$ cat config.mk
export PLATFORM = sky130hd
export DESIGN_NAME = right_shift_unit
export DESIGN_NICKNAME = d
export VERILOG_FILES = /design/src/rtl/right_shift_unit.sv
export SDC_FILE = /design/constraint.sdc
export NUM_CORES = 1
export LEC_CHECK = 0
export ABC_AREA = 1
export BUFFER_PORTS_ARGS = -buffer_cell sky130_fd_sc_hd__clkbuf_2
export CORE_UTILIZATION = 54
export CTS_CLUSTER_DIAMETER = 40
export CTS_CLUSTER_SIZE = 24
export DETAILED_ROUTE_END_ITERATION = 8
export PLACE_DENSITY = 0.79
export SYNTH_ARGS = -nofsm -noshare
export SYNTH_HDL_FRONTEND = slang
export SYNTH_SLANG_ARGS = --single-unit
$ cat constraint.sdc
create_clock -name clock -period 1.5 [get_ports clock]
set_input_delay 0.3 -clock clock [delete_from_list [all_inputs] [get_ports clock]]
set_output_delay 0.3 -clock clock [all_outputs]
set_load 0.005 [all_outputs]
$ cat src/rtl/right_shift_unit.sv
// Multi-cycle right shifter (LSR/ASR/ROR/RRX), one bit position per clock,
// with carry-out tracking and a start/busy/done handshake.
`timescale 1ns/1ps
module right_shift_unit #(
  parameter int WIDTH = 16,
  parameter int AMT_W = 4
) (
  input  logic             clock,
  input  logic             reset,
  input  logic             start,
  input  logic [WIDTH-1:0] x,
  input  logic [AMT_W-1:0] amt,
  input  logic [1:0]       mode,
  input  logic             carry_in,
  output logic [WIDTH-1:0] y,
  output logic             carry_out,
  output logic             zero,
  output logic             busy,
  output logic             done
);

  typedef enum logic [1:0] {IDLE, SHIFT, DONE} state_t;
  typedef enum logic [1:0] {LSR = 2'b00, ASR = 2'b01, ROR = 2'b10, RRX = 2'b11} mode_t;

  state_t           state;
  mode_t            mode_q;
  logic [WIDTH-1:0] w;
  logic [WIDTH-1:0] w_next;
  logic [AMT_W-1:0] cnt;
  logic             c_q;
  logic             fill;

  // Bit entering at the MSB for one step; only the captured mode is decoded.
  always_comb begin
    // NOTE: defaulting every always_comb output first keeps the block latch-free.
    fill = 1'b0;
    case (mode_q)
      LSR:     fill = 1'b0;
      ASR:     fill = w[WIDTH-1];
      ROR:     fill = w[0];
      RRX:     fill = c_q;
      default: fill = 1'b0;
    endcase
    w_next = {fill, w[WIDTH-1:1]};
  end

  always_ff @(posedge clock) begin
    if (reset) begin
      state     <= IDLE;
      mode_q    <= LSR;
      w         <= '0;
      cnt       <= '0;
      c_q       <= 1'b0;
      y         <= '0;
      carry_out <= 1'b0;
      zero      <= 1'b0;
      busy      <= 1'b0;
      done      <= 1'b0;
    end else begin
      done <= 1'b0;
      case (state)
        IDLE, DONE: begin
          state <= IDLE;
          busy  <= 1'b0;
          if (start) begin
            w      <= x;
            mode_q <= mode_t'(mode);
            c_q    <= carry_in;
            if (mode_t'(mode) == RRX) begin
              cnt   <= AMT_W'(1);
              state <= SHIFT;
              busy  <= 1'b1;
            end else if (amt == '0) begin
              // Zero-length shift completes immediately with the C flag passed through.
              state     <= DONE;
              y         <= x;
              carry_out <= carry_in;
              zero      <= (x == '0);
              done      <= 1'b1;
            end else begin
              cnt   <= amt;
              state <= SHIFT;
              busy  <= 1'b1;
            end
          end
        end
        SHIFT: begin
          w   <= w_next;
          c_q <= w[0];
          cnt <= cnt - AMT_W'(1);
          if (cnt == AMT_W'(1)) begin
            state     <= DONE;
            busy      <= 1'b0;
            done      <= 1'b1;
            y         <= w_next;
            carry_out <= w[0];
            zero      <= (w_next == '0);
          end
        end
        default: state <= IDLE;
      endcase
    end
  end

endmodule

==> run_results.csv <==
group,metric,value,unit
run_status,outcome,"complete, no violations",
setup_path,launch_point_of_the_critical_path,"state[0]",
drt,drt_pre_antenna_iters,4,
setup_path,worstPathRequired,1690,ps
final_layout,nNetsFinal,379,
global_routing,gr-total-overflow,0,
synthesis,netlist_top_cells_count,"68 x sky130_fd_sc_hd__nor2_1, 53 x sky130_fd_sc_hd__nand2_1, 45 x sky130_fd_sc_hd__dfxtp_1",
setup_path,cp_top_family,"simple AND/OR/NAND/NOR gates",
sta,tightest_slew,239,ps
synthesis,synth_xor_xnor_area_share,0.399,%
min_path,holdCritPathClass,"primary input to flip-flop",
global_routing,grt_pass1_wl,7890,um
final_layout,filler_instances,323,
power,pwr_density_cell,1150,nW/um2
synthesis,syn_area,2190,um2
synthesis,synth.avg_cell_area,7.24,um2
sta,finClkSkew,9.64,ps
final_layout,drive_gt1_share,26.4,%
setup_path,crit_type,"flip-flop to flip-flop",
setup_path,worstSetupEndpointType,"flip-flop",
setup_path,crit_top_cell,"sky130_fd_sc_hd__nor2_1",
clocking,cts_buf_count,5,
sta,timing.slew.headroom,83.9,%
clocking,clock-sinks,45,
sta,setup_slack,100,ps
floorplan,die_area,4320,um2
sta,fin_crit_sh,93.3,%
drt,ant_nets,0,
floorplan,fp.coreArea,3770,um2
setup_path,worstPathArrival,1590,ps
final_layout,count_of_placed_standard_cells_in_the_final_layout_fillers_left_out,400,
synthesis,synth_area_leader_cell,"sky130_fd_sc_hd__dfxtp_1",
synthesis,seq_area_frac_synth,41.1,%
clocking,ctsHtreeMaxLevel,2,
min_path,hold_start,"reset",
place,port_buffers,45,
sta,fin_crit,1400,ps
global_routing,first_global_vias,1854,
job,drv_cap,0,
setup_path,reg2reg_to,"zero",
synthesis,post_synth_main_area_contributors,"sky130_fd_sc_hd__dfxtp_1 41%, sky130_fd_sc_hd__nor2_1 12%, sky130_fd_sc_hd__nand2_1 9.1%",
sta,hold_viol_final,0,
min_path,hold_path_end,"busy",
floorplan,std_cell_rows,22,
synthesis,synth-adder-area-share,1.14,%
place,post-place-cells,389,
synthesis,netlist-cell-type-count,31,
drt,num_vias,2013,
setup_path,crit_path_max_fanout,7,
synthesis,synth_top_family_by_area,"simple AND/OR/NAND/NOR gates",
drt,drt-initial-drc-count,141,
clocking,cts.root.buffer_cell,"sky130_fd_sc_hd__clkbuf_8",
clocking,clk_transition_reported_paths,80,ps
final_layout,antennaDiodeCount,0,
setup_path,cp-start-kind,"flip-flop",
synthesis,async_flop_share,0,%
clocking,clk-insertion-delay-late,300,ps
drt,postRouteWirelength,4650,um
floorplan,io_pins,46,
drt,detail_route.vias_per_cell,5.03,
setup_path,cp.depth,7,
floorplan,die_h,65.7,um
floorplan,initial_utilization,58.2,%
setup_path,worst_path_max_delay_cell,"sky130_fd_sc_hd__dfxtp_1",
clocking,cts_max_path_buffers,2,
min_path,cell_depth_of_the_worst_hold_path,2,
synthesis,synth_compound_gate_area_share,16.2,%
setup_path,r2r_start,"state[0]",
synthesis,synthesis.yosys.warnings,0,
setup_path,ff2ff_path_depth,7,
synthesis,number_of_enable_type_register_cells_in_the_synthesized_netlist,0,
clocking,cts_hold_buf,0,
global_routing,antenna_found_initial,0,
place,hpwlAfterDp,3300,um
sta,report.final.slew_viol_count,0,
synthesis,synth_flop_cell,"sky130_fd_sc_hd__dfxtp_1",
place,globalplace.congestion,0.817,
final_layout,syn_to_final_growth,18.5,%
synthesis,synth.area.mux_share,0,%
place,worst_setup_slack_before_clock_tree_synthesis,34.6,ps
sta,maximum_clock_frequency,714,MHz
synthesis,synthMostInstantiatedCell,"sky130_fd_sc_hd__nor2_1",
synthesis,postSynthRegisterBits,45,
drt,route.detailed.wl_per_inst,11.6,um
global_routing,pin_count_of_the_biggest_net_entering_global_routing,41,
clocking,cts_tree,"built",
power,static-leakage-power,1.20,nW
setup_path,critical_path_buf_inv_count,1,
synthesis,synth_top_area_share,41.1,%
global_routing,track_usage,24.3,%
synthesis,synthesis.instances,303,
drt,drcViolationCount,0,
setup_path,r2r_slack,100,ps
power,vdd_drop_max,1.05,mV
floorplan,die_width,65.7,um
setup_path,crit_path_max_incr_delay,380,ps
sta,final-setup-viol-count,0,
synthesis,synth_nets,331,
synthesis,yosys.area_share.simple,32.9,%
setup_path,worstPathCellList,"nor2_2, nand4_2, nand2_8, buf_4, nand2_1, nor2_1, nor2_1",
[layout by cell type (no fill, tap or decap), types with 2 or more instances in the layout]
cell type / synthesis / routed
sky130_fd_sc_hd__buf_12: 0 / 2
sky130_fd_sc_hd__or2_0: 5 / 5
sky130_fd_sc_hd__nand2_8: 0 / 2
sky130_fd_sc_hd__o21ai_2: 6 / 6
sky130_fd_sc_hd__dfxtp_1: 45 / 45
sky130_fd_sc_hd__clkbuf_2: 0 / 45
sky130_fd_sc_hd__o21ai_0: 28 / 28
sky130_fd_sc_hd__nand2_2: 3 / 3
sky130_fd_sc_hd__inv_1: 14 / 12
sky130_fd_sc_hd__nand2_1: 53 / 53
sky130_fd_sc_hd__or2_2: 7 / 7
sky130_fd_sc_hd__nor2_2: 4 / 5
sky130_fd_sc_hd__inv_2: 1 / 2
sky130_fd_sc_hd__a31oi_1: 3 / 3
sky130_fd_sc_hd__a21oi_1: 17 / 17
sky130_fd_sc_hd__clkbuf_8: 0 / 6
sky130_fd_sc_hd__o21ai_1: 8 / 8
sky130_fd_sc_hd__ha_1: 2 / 2
sky130_fd_sc_hd__nor2_1: 68 / 67
sky130_fd_sc_hd__nand3_1: 13 / 13
sky130_fd_sc_hd__buf_4: 4 / 8
[worst reg2reg max path: stages, from the launching register on]
cell and delay, ps:
sky130_fd_sc_hd__dfxtp_1 380, sky130_fd_sc_hd__nor2_2 230, sky130_fd_sc_hd__nand4_2 200, sky130_fd_sc_hd__nand2_8 170, sky130_fd_sc_hd__buf_4 130, sky130_fd_sc_hd__nand2_1 50
sky130_fd_sc_hd__nor2_1 100, sky130_fd_sc_hd__nor2_1 40
[per-layer routing]
metal,vias up,track usage [%],share of wire (%)
li1,1071,-,-
met1,874,32.1,49
met2,60,36.4,44
met3,8,7.12,5.1
met4,0,10.6,1.6
met5,-,0,0
[cell families after synthesis]
group	count (synthesis)
buf+inv	30
compound gates	63
flops	45
xor+xnor	1
simple gates	162
fa+ha+maj	2
[sequential cells by signal (all words and copies together) (netlist names)]
name,flops
w,16
zero,1
carry_out,1
c_q,1
busy,1
done,1
mode_q,2
state,2
y,16
cnt,4
[report_power, final]
part / switching [mW] / leakage [nW] / internal (mW) / total, mW
Sequential: 0.0866 / 0.370 / 1.31 / 1.40
Combinational: 0.367 / 0.776 / 0.269 / 0.635
Clock: 0.399 / 0.0585 / 0.543 / 0.943
[final cells by class]
class | count | area [um2] | share of cell area (%)
Inverter | 16 | 66.3 | 2.55
Multi-Input combinational cell | 228 | 1130 | 43.5
Sequential cell | 45 | 901 | 34.6
Clock buffer | 7 | 86.3 | 3.32
Tap cell | 48 | 60.1 | 2.31
Clock inverter | 1 | 30.0 | 1.15
Timing Repair Buffer | 55 | 325 | 12.5
[worst max path at each step]
stage,endpoint
after detailed placement,y[1]
final,zero
after floorplan,y[4]
after global routing,y[15]
after global placement,y[15]
after CTS,y[1]
[metrics by stage]
stage	cell area, um2	hold WS (ps)	utilization [%]	setup TNS, ps	power [mW]
after global routing	2600	249	68.9	-7.51	3.16
after global placement	2440	461	64.6	0	2.02
after detailed placement	2440	471	64.6	0	2.04
final	2600	250	68.9	0	2.98
after floorplan	2190	369	-	0	1.88
after CTS	2550	237	67.7	0	2.98
[timing repair]
item,in CTS,in global routing
endpoints found under the setup margin,0,17
endpoints found under the hold margin,0,0
setup buffers,0,3
resized for setup,0,5
(Power assumes the default switching activity.)
